### config.mk
export PLATFORM = sky130hd
export DESIGN_NAME = irq_ctrl
export DESIGN_NICKNAME = d
export VERILOG_FILES = /design/src/rtl/proc_pkg.sv /design/src/rtl/irq_sync_edge.sv /design/src/rtl/irq_ctrl.sv
export SDC_FILE = /design/constraint.sdc
export NUM_CORES = 1
export LEC_CHECK = 0
export CAP_MARGIN = 20
export CORE_MARGIN = 4
export CORE_UTILIZATION = 39
export DETAILED_ROUTE_END_ITERATION = 10
export PLACE_DENSITY = 0.85
export SLEW_MARGIN = 20
export SYNTH_ARGS = -nofsm -noshare
export SYNTH_HDL_FRONTEND = slang
export SYNTH_SLANG_ARGS = --single-unit
### constraint.sdc
create_clock -name clk -period 1.7 [get_ports clk]
set_input_delay 0.425 -clock clk [delete_from_list [all_inputs] [get_ports clk]]
set_output_delay 0.425 -clock clk [all_outputs]
set_load 0.01 [all_outputs]
### src/rtl/proc_pkg.sv
// Shared types and constants for the interrupt controller slice.
package proc_pkg;

    typedef enum logic [1:0] {
        IDLE    = 2'd0,
        ARM     = 2'd1,
        FIRE    = 2'd2,
        SERVICE = 2'd3
    } irq_state_t;

    // Default source indices on the processor's interrupt inputs.
    localparam int IRQ_KEY = 0;
    localparam int IRQ_ETH = 1;

endpackage

### src/rtl/irq_sync_edge.sv
// Multi-flop synchroniser for one asynchronous request, followed by a
// rising-edge detector on the synchronised level.
module irq_sync_edge #(
    parameter int SYNC_STAGES = 2
) (
    input  logic clk,
    input  logic rst_n,
    input  logic raw_i,
    output logic edge_o
);

    logic [SYNC_STAGES-1:0] sync_q, sync_d;
    logic                   prev_q, prev_d;

    // Shift the raw level through the chain and remember the last synchronised level.
    always_comb begin
        sync_d = {sync_q[SYNC_STAGES-2:0], raw_i};
        prev_d = sync_q[SYNC_STAGES-1];
    end

    // Synchroniser and edge-history registers.
    always_ff @(posedge clk or negedge rst_n) begin
        if (!rst_n) begin
            sync_q <= {SYNC_STAGES{1'b0}};
            prev_q <= 1'b0;
        end else begin
            sync_q <= sync_d;
            prev_q <= prev_d;
        end
    end

    assign edge_o = sync_q[SYNC_STAGES-1] & ~prev_q;

endmodule

### src/rtl/irq_ctrl.sv
// Interrupt controller: per-source sync/edge detect, pending bits, round-robin
// grant, and a single fetch pulse followed by a service window held until rti/rsi.
module irq_ctrl
    import proc_pkg::*;
#(
    parameter  int NUM_SRC     = 2,
    parameter  int SYNC_STAGES = 2,
    parameter  int DATA_W      = 32,
    localparam int ID_W        = (NUM_SRC > 1) ? $clog2(NUM_SRC) : 1
) (
    input  logic                      clk,
    input  logic                      rst_n,
    input  logic [NUM_SRC-1:0]        irq_raw,
    input  logic [NUM_SRC-1:0]        irq_en,
    input  logic [NUM_SRC*DATA_W-1:0] src_data,
    input  logic                      stall,
    input  logic                      rti,
    input  logic                      rsi,
    output logic                      interrupt,
    output logic                      in_service,
    output logic [ID_W-1:0]           irq_id,
    output logic [DATA_W-1:0]         irq_data,
    output logic [NUM_SRC-1:0]        pending
);

    logic [NUM_SRC-1:0] edge_s;
    logic [NUM_SRC-1:0] grant_clr;
    logic [ID_W-1:0]    grant_id;
    logic [ID_W-1:0]    pick_idx;
    logic               grant_vld;

    irq_state_t         state_q, state_d;
    logic [NUM_SRC-1:0] pending_q, pending_d;
    logic [ID_W-1:0]    rr_q, rr_d;
    logic [ID_W-1:0]    irq_id_q, irq_id_d;
    logic [DATA_W-1:0]  irq_data_q, irq_data_d;
    logic               interrupt_q, interrupt_d;
    logic               in_service_q, in_service_d;

    for (genvar i = 0; i < NUM_SRC; i++) begin : g_sync
        irq_sync_edge #(.SYNC_STAGES(SYNC_STAGES)) u_sync (
            .clk    (clk),
            .rst_n  (rst_n),
            .raw_i  (irq_raw[i]),
            .edge_o (edge_s[i])
        );
    end

    // Round-robin picker: first pending source at or after rr_q, wrapping.
    always_comb begin
        grant_vld = 1'b0;
        grant_id  = {ID_W{1'b0}};
        pick_idx  = {ID_W{1'b0}};
        for (int k = 0; k < NUM_SRC; k++) begin
            pick_idx = ID_W'((int'(rr_q) + k) % NUM_SRC);
            if (!grant_vld && pending_q[pick_idx]) begin
                grant_vld = 1'b1;
                grant_id  = pick_idx;
            end else begin
                grant_vld = grant_vld;
            end
        end
    end

    // Service FSM; grant bookkeeping happens only on the IDLE->ARM transition.
    always_comb begin
        state_d    = state_q;
        rr_d       = rr_q;
        irq_id_d   = irq_id_q;
        irq_data_d = irq_data_q;
        grant_clr  = {NUM_SRC{1'b0}};
        case (state_q)
            IDLE: begin
                if (grant_vld) begin
                    state_d             = ARM;
                    irq_id_d            = grant_id;
                    irq_data_d          = src_data[int'(grant_id)*DATA_W +: DATA_W];
                    grant_clr[grant_id] = 1'b1;
                    rr_d = (int'(grant_id) == NUM_SRC - 1) ? {ID_W{1'b0}} : grant_id + 1'b1;
                end else begin
                    state_d = IDLE;
                end
            end
            ARM: begin
                if (!stall) begin
                    state_d = FIRE;
                end else begin
                    state_d = ARM;
                end
            end
            FIRE: begin
                state_d = SERVICE;
            end
            SERVICE: begin
                if (rti || rsi) begin
                    state_d = IDLE;
                end else begin
                    state_d = SERVICE;
                end
            end
            default: begin
                state_d = IDLE;
            end
        endcase
        interrupt_d  = (state_d == FIRE);
        in_service_d = (state_d == FIRE) || (state_d == SERVICE);
    end

    // A fresh edge on the grant cycle re-sets the bit (set beats clear); disabling drops it.
    always_comb begin
        pending_d = ((pending_q & ~grant_clr) | (edge_s & irq_en)) & irq_en;
    end

    // State and output registers.
    always_ff @(posedge clk or negedge rst_n) begin
        if (!rst_n) begin
            state_q      <= IDLE;
            pending_q    <= {NUM_SRC{1'b0}};
            rr_q         <= {ID_W{1'b0}};
            irq_id_q     <= {ID_W{1'b0}};
            irq_data_q   <= {DATA_W{1'b0}};
            interrupt_q  <= 1'b0;
            in_service_q <= 1'b0;
        end else begin
            state_q      <= state_d;
            pending_q    <= pending_d;
            rr_q         <= rr_d;
            irq_id_q     <= irq_id_d;
            irq_data_q   <= irq_data_d;
            interrupt_q  <= interrupt_d;
            in_service_q <= in_service_d;
        end
    end

    assign interrupt  = interrupt_q;
    assign in_service = in_service_q;
    assign irq_id     = irq_id_q;
    assign irq_data   = irq_data_q;
    assign pending    = pending_q;

endmodule

---- Word-level counts from Yosys, hierarchy flattened ----
Cells that the tools add are included.
W data, S select, Z words.
operators by class
  reductions and logical operators ........ 7
  shift-type cells ........................ 1
  mux-type cells .......................... 17
  equal/unequal tests ..................... 5
  bitwise gates (word level) .............. 9
  magnitude comparators ................... 4
  add/subtract/negate cells ............... 2
operators with widths
  operator               count
  $shiftx A64 B7 Y32     1
  $mux W1                11
  $eq A2 B2 Y1 const B   4
  $mux W2                4
  $pmux W2 S4            1
  $and A2 B2 Y2          3
  $lt A1 B2 Y1 const B   3
  $add A1 B1 Y1 const B  2
  $and A1 B1 Y1          2
  $eq A2 B1 Y1 const B   1
  $logic_and A1 B1 Y1    2
  $logic_not A2 Y1       1
  $logic_or A1 B1 Y1     2
  $not A1 Y1             2
  $not A2 Y2             1
  $or A2 B2 Y2           1
  $reduce_and A2 Y1      1
  $demux W1 S1           1
  $ge A1 B1 Y1 const B   1
  $logic_not A1 Y1       1
word-level totals
  input bits .............................. 73
  register bits after elaboration ......... 46
  output and inout port bits .............. 37

---- Logic depth before layout (Yosys ltp) ----
  depth in word-level cells ............... 16
  gate-level depth with buffers ........... 7

---- By module ----
A second synthesis with hierarchy kept.
second synthesis, totals
  cell total of the unflattened synthesis .. 168
  area, all modules ....................... 2052.0 um^2
by module, submodules not included
  module         cells each  times used  seq. area each (um^2)  area an instance (um^2)
  irq_ctrl       160         1           975.9                  1874.3
  irq_sync_edge  4           2           75.1                   88.8

---- Least setup slack after synthesis ----
Ideal clock, no wire load.
  path kind ............................... flip-flop to flip-flop
  start point ............................. reg pending_q[1], in the netlist pending[1]
  end point ............................... reg irq_data_q[24], in the netlist irq_data[24]
  data required time ...................... 1.618 ns
  arrival time ............................ 1.383 ns
  setup slack ............................. 0.235 ns
  stages on the path, launching flop included .. 8
  path through ............................ dfrtp_1 -> buf_6 -> or2_1 -> buf_6 -> and2_4 -> buf_6 -> buf_6 -> a31oi_1
between the ends
  cells in the longest elaborated chain, start to end .. 7
  elaborated cells between the ends (all ways) .. 12
  those cells by class .................... shift (1); mux (8); reduce/logical (3)
RTL lines
  item                                                     line             text
  from (decl)                                              irq_ctrl.sv:33   logic [NUM_SRC-1:0] pending_q, pending_d;
  from (signal assigned)                                   irq_ctrl.sv:118  pending_q <= {NUM_SRC{1'b0}};
  from (signal assigned)                                   irq_ctrl.sv:126  pending_q <= pending_d;
  $mux W1 (not written as such) (2 in a row)               irq_ctrl.sv:56   if (!grant_vld && pending_q[pick_idx]) begin
  $mux W1                                                  irq_ctrl.sv:56
  $logic_not A1 Y1                                         irq_ctrl.sv:56
  $logic_and A1 B1 Y1                                      irq_ctrl.sv:56
  $mux W1                                                  irq_ctrl.sv:56
  $shiftx A64 B7 Y32 or $reduce_and A2 Y1 (tied branches)  -
  to (signal assigned)                                     irq_ctrl.sv:121  irq_data_q <= {DATA_W{1'b0}};
  to (signal assigned)                                     irq_ctrl.sv:129  irq_data_q <= irq_data_d;
  to (decl)                                                irq_ctrl.sv:36   logic [DATA_W-1:0] irq_data_q, irq_data_d;
Several ways; a longest one is shown, not always the timed one. The select of a mux whose other input is x is not followed.
A chain may end at the register's enable or synchronous reset.

---- Final worst setup path ----
  start point ............................. reg irq_data_q[24], in the netlist irq_data[24]
  end point ............................... out irq_data[24]
RTL lines
  item       line            text
  to (decl)  irq_ctrl.sv:22  output logic [DATA_W-1:0] irq_data,
No word-level cell between the ends.

==> impl_metrics.tcl <==
set metrics [dict create \
    outcome "complete, no violations" \
    drc 0 \
    grt_pass1_wl_mm 9.77 \
    antenna_found_initial 0 \
    clk_pin_slew_ns 0.08 \
    vias 1994 \
    synth-edff-count 0 \
    setup_viol 0 \
    fin_setup_tns_ns 0 \
    max_stage_delay_ns 0.57 \
    synth_top_family_by_area "compound AO/OA/AOI/OAI gates" \
    muxShareOfSynthArea_pct 0 \
    drt_pass1_iterations 4 \
    nFillCells 420 \
    crit_path_cell_trace "clkdlybuf4s50_1" \
    multiInputGateArea_um2 788 \
    wl_per_cell_um 16.4 \
    io_buffers 109 \
    synth-xor-area-share_pct 0 \
    ys_seq_area_share_pct 55.0 \
    critPathSlowestCell "clkdlybuf4s50_1" \
    grt_max_degree 27 \
    synth-simple-area-share_pct 14.6 \
    synth_fa_ha_area_share_pct 0 \
    clk-insertion-delay-late_ns 0.28 \
    powerDensity_nw_per_um2 1380 \
    die-width_um 80.4 \
    ys_top_cells_by_count "45 x dfrtp_1, 20 x o21ai_0" \
    nets 383 \
    hold_viol 0 \
    synth-seq-cells 45 \
    slew_headroom_pct 68.7 \
    clock-skew-final_ns 0.00631 \
    core-area_um2 5110 \
    place.gp.congestion 0.728 \
    ys_warn_count 0 \
    layout-drive-gt1-share_pct 7.12 \
    period_share_pct 97.0 \
    worstPathArrival_ns 1.22 \
    design.die.area_um2 6470 \
    peakVddDrop_uv 751 \
    postCtsHoldBufs 0 \
    leakage_nw 1.31 \
    cts_setup_buffers 0 \
    fmax_mhz 606 \
    finalNonFillerCells 379 \
    netlist.area_leader.share_pct 55.0 \
    period_needed_ns 1.65 \
    syn-num-nets 277 \
    synth_async_sr_flop_share_pct 100 \
    max_cap_violations 0 \
    cts_tree "done" \
    cts_htree_levels 2 \
    dieHeight_um 80.4 \
    synth.most_common_cell "dfrtp_1" \
    start_kind "flip-flop" \
    seqCellArea_um2 1130 \
    cp_max_fo 2 \
    routed_wl_mm 6.22 \
    synth_ff_type "dfrtp_1" \
    start_util_pct 40.1 \
    numCtsBuffers 5 \
    initialDrtViolationCount 132 \
    ant_nets 0 \
    cp_num_buf_inv 1 \
    finalMaxSlewViolations 0 \
    viasPerCell 5.26 \
    dp_hpwl_mm 4.71 \
    cts.sinks 45 \
    area_growth_pct 59.6 \
    tightest_slew_ns 0.469 \
    overflow 0 \
    avgSynthCellArea_um2 10.0 \
    critical_path_class "reg2out" \
    synth_cell_types 27 \
    critical_path.top_delay_family "buffers and inverters" \
    diodes 0 \
    yosysTopAreaCell "dfrtp_1" \
    hold_path_class "in2async" \
    rsz0062_at_grt "no" \
    dpl.cell_count 373 \
    grt_use_total_pct 19.3 \
    rows 26 \
    crit_path_end_kind "primary output" \
    cts_root_buffer "clkbuf_8" \
    synthesis.area_um2 2050 \
    syn_inst 204 \
    synth_top_cells_by_area "dfrtp_1 55%, a221o_1 7.3%, a31oi_1 5.2%" \
    ioPinCount 110 \
    required_ns 1.27 \
    grt_pass1_vias 1955 \
    synth-compound-area-share_pct 23.9 \
    clockBufferDepth 2 \
]
==> logic make-up (layout without fill, tap and decap cells) <==
family          after synthesis  count (layout)
flops                        45              45
buf+inv                      23             128
simple gates                 61              61
compound gates               75              75
==> area by class of cell <==
type	count	area share [%]
well taps	70	2.68
repair buffers	120	36.2
multi-input cells	136	24.1
clock inverters	1	0.153
inverters	2	0.230
clock buffers	5	2.11
flip-flops and latches	45	34.5
==> sequential cells by signal, summed over array words and instances, names as in the netlist <==
signal,count
g_sync.u_sync.prev_q,2
irq_id,1
rr_q,1
in_service,1
g_sync.u_sync.sync_q,4
pending,2
interrupt,1
state_q,1
irq_data,32
==> per-stage QoR <==
step           total power [mW]  util [%]  worst slack, ns  cell area [um2]  hold WS (ns)
2_1_floorplan              2.77         -            0.235             2050         0.129
3_3_place_gp               3.89      62.4            0.233             3190         0.332
3_5_place_dp               3.96      62.4            0.104             3190         0.335
4_1_cts                    4.55      63.8           0.0190             3260        0.0908
5_1_grt                    4.79      63.9          0.00987             3260         0.105
6_report                   4.51      63.9           0.0511             3260        0.0847
==> repair_timing <==
| item | 4_1_cts | 5_1_grt |
|---|---|---|
| endpoints found under the setup margin | 2 | 16 |
| gates resized for setup | 2 | 2 |
| pin swaps | 0 | 0 |
==> path summary, 6_finish.rpt <==
| path | startpoint | to | slack, ns | depth (start not counted) |
|---|---|---|---|---|
| worst min register to register | g_sync[0].u_sync.sync_q[0] | g_sync[0].u_sync.sync_q[1] | 0.35 | 0 |
| max in group asynchronous | rst_n | irq_id | 1.11 | 2 |
| min in group clk | g_sync[0].u_sync.sync_q[0] | g_sync[0].u_sync.sync_q[1] | 0.35 | 0 |
| worst max-delay path | irq_data[24] | irq_data[24] | 0.05 | 1 |
| worst max register to register | in_service | irq_data[5] | 0.18 | 3 |
| worst min-delay path | rst_n | irq_data[8] | 0.08 | 1 |
==> cells in the final DEF (no fill, tap or decap), types with 2 or more instances in the layout <==
| cell type | count |
|---|---|
| nand2_1 | 17 |
| nor2_1 | 2 |
| nor3_1 | 15 |
| dlygate4sd2_1 | 2 |
| a221o_1 | 15 |
| a21boi_0 | 2 |
| a21oi_1 | 17 |
| a31oi_1 | 17 |
| buf_4 | 10 |
| o21ai_0 | 20 |
| inv_1 | 2 |
| clkbuf_8 | 5 |
| clkdlybuf4s50_1 | 105 |
| nand2b_1 | 3 |
| nand3_1 | 17 |
| dfrtp_1 | 45 |
==> per-layer routing <==
metal  routed length, um  global-route usage [%]
met5                   0                       0
met4                  37                    3.21
met2                3130                    33.0
met3                 426                    4.04
met1                2630                    25.6
==> where the power goes <==
part	internal (mW)	switching, mW
registers	1.49	0.255
clock network	0.271	0.318
logic	1.21	0.971
(Power assumes the default switching activity.)
